File: src/rtl/rcc_hse_css_monitor.sv
// HSE clock security system detector: flags a stalled, already-synchronised HSE toggle.
module rcc_hse_css_monitor #(
  parameter int unsigned TIMEOUT_CYC = 64,
  parameter int unsigned ARM_EDGES   = 4,
  parameter int unsigned CNT_W       = 8
) (
  input  logic       clk,
  input  logic       rst,
  input  logic       css_en,
  input  logic       hse_rdy,
  input  logic       hse_tick,
  input  logic       css_clr,
  output logic       hsecss_fail,
  output logic       hsecss_fail_pulse,
  output logic       css_active,
  output logic [1:0] css_state
);

  localparam int unsigned        ECNT_W   = $clog2(ARM_EDGES + 1);
  localparam logic [CNT_W-1:0]  TMO_LAST = CNT_W'(TIMEOUT_CYC - 1);
  localparam logic [ECNT_W-1:0] ARM_LAST = ECNT_W'(ARM_EDGES - 1);

  typedef enum logic [1:0] {
    IDLE = 2'b00,
    ARM  = 2'b01,
    MON  = 2'b10,
    FAIL = 2'b11
  } state_t;

  state_t              state;
  state_t              state_n;
  logic                tick_d;
  logic                tick_edge;
  logic                hse_ok;
  logic                timeout;
  logic [CNT_W-1:0]    gap_cnt;
  logic [CNT_W-1:0]    gap_cnt_n;
  logic [ECNT_W-1:0]   edge_cnt;
  logic [ECNT_W-1:0]   edge_cnt_n;

  assign tick_edge = hse_tick ^ tick_d;
  assign hse_ok    = css_en & hse_rdy;
  // An edge in the would-be timeout cycle suppresses the timeout.
  assign timeout   = !tick_edge && (gap_cnt == TMO_LAST);

  // Next-state decision.
  always_comb begin
    state_n = state;
    unique case (state)
      IDLE: if (hse_ok) state_n = ARM;
      ARM: begin
        if (!hse_ok)                                   state_n = IDLE;
        else if (tick_edge && (edge_cnt == ARM_LAST))  state_n = MON;
        else if (timeout)                              state_n = FAIL;
      end
      MON: begin
        if (!hse_ok)      state_n = IDLE;
        else if (timeout) state_n = FAIL;
      end
      FAIL: if (css_clr) state_n = IDLE;
      default: state_n = IDLE;
    endcase
  end

  // Gap timer and arming edge counter updates.
  always_comb begin
    gap_cnt_n  = '0;
    edge_cnt_n = '0;
    if (!tick_edge && ((state == ARM) || (state == MON)))
      gap_cnt_n = gap_cnt + 1'b1;
    if (state == ARM)
      edge_cnt_n = tick_edge ? edge_cnt + 1'b1 : edge_cnt;
  end

  // State, counters and registered failure outputs.
  always_ff @(posedge clk or posedge rst) begin
    if (rst) begin
      state             <= IDLE;
      tick_d            <= 1'b0;
      gap_cnt           <= '0;
      edge_cnt          <= '0;
      hsecss_fail       <= 1'b0;
      hsecss_fail_pulse <= 1'b0;
    end else begin
      state             <= state_n;
      tick_d            <= hse_tick;
      gap_cnt           <= gap_cnt_n;
      edge_cnt          <= edge_cnt_n;
      hsecss_fail       <= (state_n == FAIL);
      hsecss_fail_pulse <= (state_n == FAIL) && (state != FAIL);
    end
  end

  assign css_state  = state;
  assign css_active = (state == ARM) || (state == MON);

endmodule

File: config.mk
export PLATFORM = sky130hd
export DESIGN_NAME = rcc_hse_css_monitor
export DESIGN_NICKNAME = d
export VERILOG_FILES = /design/src/rtl/rcc_hse_css_monitor.sv
export SDC_FILE = /design/constraint.sdc
export NUM_CORES = 1
export LEC_CHECK = 0
export CORE_MARGIN = 2
export CORE_UTILIZATION = 47
export CTS_CLUSTER_DIAMETER = 30
export DETAILED_ROUTE_END_ITERATION = 12
export GPL_TIMING_DRIVEN = 0
export PLACE_DENSITY = 0.71
export SYNTH_ARGS = -nofsm -noshare
export SYNTH_HDL_FRONTEND = slang
export SYNTH_SLANG_ARGS = --single-unit
File: constraint.sdc
create_clock -name clk -period 1.41 [get_ports clk]
set_input_delay 0.141 -clock clk [delete_from_list [all_inputs] [get_ports clk]]
set_output_delay 0.141 -clock clk [all_outputs]
set_load 0.01 [all_outputs]
### Yosys cells after proc, flatten, opt, wreduce, memory -nomap -nowiden

Cells that the tools add are included.

* $add $sub $neg: 2
* equal/unequal tests: 8
* muxes and demuxes: 10
* bitwise operators: 2
* reductions and logical operators: 7

Operator list (number)
* 2-to-1 mux 2 bit: 6
* adder 8 x 1 -> 8 bit, second input constant: 1
* == test 8 x 6 -> 1 bit, second input constant: 1
* 2-to-1 mux 8 bit: 1
* one-hot mux 2 bit (4 select lines): 1
* == test 2 bit, second input constant: 3
* 2-to-1 mux 3 bit: 2
* logical AND 1 bit: 4
* != test 2 bit, second input constant: 2
* adder 3 x 1 -> 3 bit, second input constant: 1
* == test 3 x 2 -> 1 bit, second input constant: 1
* == test 2 x 1 -> 1 bit, second input constant: 1
* logical NOT 2 bit: 1
* AND 1 bit: 1
* logical NOT 1 bit: 1
* logical OR 1 bit: 1
* XOR 1 bit: 1

* register bits: 16
* output and inout port bits: 5
* word-level logic and storage cells: 35

### Logic depth before layout (Yosys ltp)

* depth after elaboration: 9
* depth in mapped cells: 6

### Worst setup path before layout

No wires, ideal clock.

* path kind: flip-flop to flip-flop
* start point: reg state[0] (netlist: css_state[0])
* end point: reg hsecss_fail_pulse
* library setup time: 0.080 ns
* arrival: 1.574 ns
* data required time: 1.330 ns
* setup slack: -0.244 ns
* cell stages (with the launch flop): 7
* clock period less this slack: 1.654 ns
* cell sequence: dfrtp_1 > inv_1 > ha_1 > or4bb_1 > o221ai_2 > o21ai_2 > nor3_2

* longest elaborated chain between the ends: 6

RTL lines
* from (decl): line 30 `state_t state;`
* from (signal assigned): line 85 `state <= state_n;`
* 2-to-1 mux 2 bit: line 54, 58
* 2-to-1 mux 2 bit: line 53 `else if (tick_edge && (edge_cnt == ARM_LAST)) state_n = MON;`
* 2-to-1 mux 2 bit: line 52 `if (!hse_ok) state_n = IDLE;`
* one-hot mux 2 bit (4 select lines): line 49 `unique case (state)`
* == test 2 bit: line 90 `hsecss_fail_pulse <= (state_n == FAIL) && (state != FAIL);`
* logical AND 1 bit *: line 90
* to (signal assigned): line 90
* to (decl): line 14 `output logic hsecss_fail_pulse,`

Every way passes the cells marked *; elsewhere a longest branch is shown, timed or not.
A chain may end at the register's enable or synchronous reset.

### Final worst setup path

* start point: reg state[1] (netlist: css_state[1])
* end point: reg hsecss_fail_pulse

The elaborated chain is that of the path after synthesis.

==> impl_metrics.yaml <==
outcome:
  status: "complete, but fails checks"
  violations: "setup timing"
route:
  wl_per_cell_um: 12.04
  via_per_inst: 4.880
  dr.pass1.iters: 2
  via_count: 610
  drc: 0
  postRouteAntennaNets: 0
  wl_um: 1505
  drt_iter0_markers: 9
worst_setup_path:
  end_kind: "flip-flop"
  path_max_fanout: 3
  crit_path_start_kind: "flip-flop"
  cp.arrival_ns: 1.72
  critPathKind: "reg2reg"
  cp.required_ns: 1.63
synthesis:
  syn_inst: 79
  yosys_warnings: 0
  ys_types: 28
  ys_seq_area_frac: 0.4692
  synth-seq-cells: 16
  avgSynthCellArea_um2: 10.80
  synthesis.nets: 92
  mappedNetlistArea_um2: 853.3
run:
  cap_violations: 0
power:
  p_leak_nw: 0.5162
  ir_drop_mv: 0.7368
  power.density_nw_per_um2: 1211
sta:
  drv_slew: 0
  skew_ns: 0.0006760
  worstMarginPinSlew_ns: 0.5853
  timing.fmax_mhz: 667.2
  fin_ws_ns: -0.08874
  tns_ns: -0.2561
  maxSlewHeadroom: 0.6094
  grt_setup_unrepaired: "true"
  hold_viol: 0
  period_needed_ns: 1.499
  setup_violations: 4
  fin_crit_sh: 1.063
placed_design:
  numPortBuffers: 10
  globalplace.congestion: 0.7680
  dp_hpwl_um: 992.9
  place_area_um2: 999.7
hold_path:
  hold_path.class: "in2async"
final_layout:
  area_growth_pct: 34.31
  nFillCells: 134
  finalInstanceArea_um2: 1146
  seqCellArea_um2: 402.9
  n_antenna_cell: 0
  final_cell_mix: "dfrtp_1 (14), nor2_1 (10), nand2_1 (8)"
  layout_commonest_cell: "dfrtp_1"
  layout.nets: 114
  drive_above_1_share: 0.2800
  multiInputGateArea_um2: 484.2
floorplan:
  die_x_um: 46.61
  die_h_um: 46.61
  io_pins: 11
  core-area_um2: 1708
  start_util: 0.4996
  rows: 15
  die_area_um2: 2172
clocking:
  cts_sinks: 16
  htree_levels: 1
  cts.path.max_buffers: 2
  cts-root-buf: "clkbuf_4"
  numCtsBuffers: 3
  insertion_delay_ns: 0.29
  path_clk_slew_ns: 0.10
  cts_tree: "yes"
  postCtsHoldBufs: 0
global_route:
  grt_overflow: 0
  grt_max_degree: 17
  grt_pass1_vias: 553
  track_usage: 0.1586
  grt_pass1_wl_um: 2277
  antenna_found_initial: 0
-- cell usage after synthesis --
master	number	area share
o22a_1	1	0.010
or4bb_1	1	0.013
o221ai_2	1	0.018
a21oi_2	1	0.010
nand2_1	8	0.035
ha_1	7	0.10
nor4_2	1	0.015
a31o_1	1	0.010
a31oi_1	1	0.0073
a21boi_0	1	0.0088
xor2_2	1	0.019
xnor2_1	4	0.041
nor2_1	10	0.044
o41ai_2	1	0.019
nor3_1	1	0.0059
and3b_1	1	0.010
or2_1	1	0.0073
xor2_1	3	0.031
nand3_2	1	0.012
and2_1	2	0.015
o211a_1	1	0.012
dfrtp_1	16	0.47
inv_1	8	0.035
nand3_1	2	0.012
nor3_2	1	0.012
and3_1	1	0.0073
o211ai_1	1	0.0088
o21ai_2	1	0.010
-- sequential cells by signal, indices dropped and copies added, names as in the netlist --
signal,cells
gap_cnt,8
hsecss_fail,1
edge_cnt,3
hsecss_fail_pulse,1
tick_d,1
css_state,2
-- through the flow --
stage          total power [mW]  utilization  hold WS [ns]  worst slack (ns)  instances
6_report                  1.388       0.6711        0.2000          -0.08874        125
2_1_floorplan            0.8233            -       0.05460          -0.07446         79
5_1_grt                   1.475       0.6711        0.2542           -0.1822        125
3_3_place_gp             0.9414       0.5853        0.4785           -0.2310        114
4_1_cts                   1.305       0.6359        0.2224          -0.09760        121
3_5_place_dp             0.9471       0.5853        0.4858           -0.2365        114
-- worst max-delay path, cell delays in order, from the launching register on --
cell	delay, ns
dfrtp_2	0.42
inv_4	0.05
ha_4	0.15
or4bb_1	0.51
o221ai_2	0.08
o21ai_2	0.10
nor3_2	0.11
-- kinds of logic (layout without fill, tap and decap cells) --
kind of cell,Yosys count,in the layout,synth area share
flops,16,16,0.4692
simple gates,30,30,0.1877
xor+xnor,8,8,0.09092
fa+ha+maj,7,7,0.1026
buf+inv,8,29,0.03519
compound gates,10,10,0.1144
-- layout make-up --
type | count | area share
flip-flops and latches | 16 | 0.3515
multi-input cells | 55 | 0.4225
inverters | 8 | 0.03057
well taps | 25 | 0.02729
repair buffers | 17 | 0.1365
clock buffers | 4 | 0.03166
-- repair_timing --
action | CTS | global route
buffers inserted | 3 | 4
setup endpoints to repair | 7 | 11
pin swaps | 4 | 4
resized for setup | 13 | 5
-- final timing paths --
check	slack, ns	startpoint	depth (start not counted)	end
min in group clk	0.43	hse_tick	1	tick_d
worst max-delay path	-0.09	css_state[1]	6	hsecss_fail_pulse
worst min register to register	0.50	gap_cnt[0]	1	gap_cnt[0]
worst min-delay path	0.20	rst	2	gap_cnt[3]
max in group asynchronous	0.80	rst	2	css_state[0]
worst max register to register	-0.09	css_state[1]	6	hsecss_fail_pulse
-- routing by layer --
| metal | routed length (um) | track usage | share of wire |
|---|---|---|---|
| met1 | 695 | 0.1917 | 0.46 |
| met2 | 745 | 0.2444 | 0.50 |
| met3 | 26 | 0.03529 | 0.017 |
| met4 | 38 | 0.1167 | 0.025 |
| met5 | 0 | 0 | 0 |
-- power breakdown --
part / switching, mW / leakage (nW) / internal [mW]
Sequential: 0.0492 / 0.215 / 0.512
Combinational: 0.253 / 0.281 / 0.262
Clock: 0.155 / 0.0210 / 0.157
Total: 0.457 / 0.516 / 0.931
(Power assumes the default switching activity.)
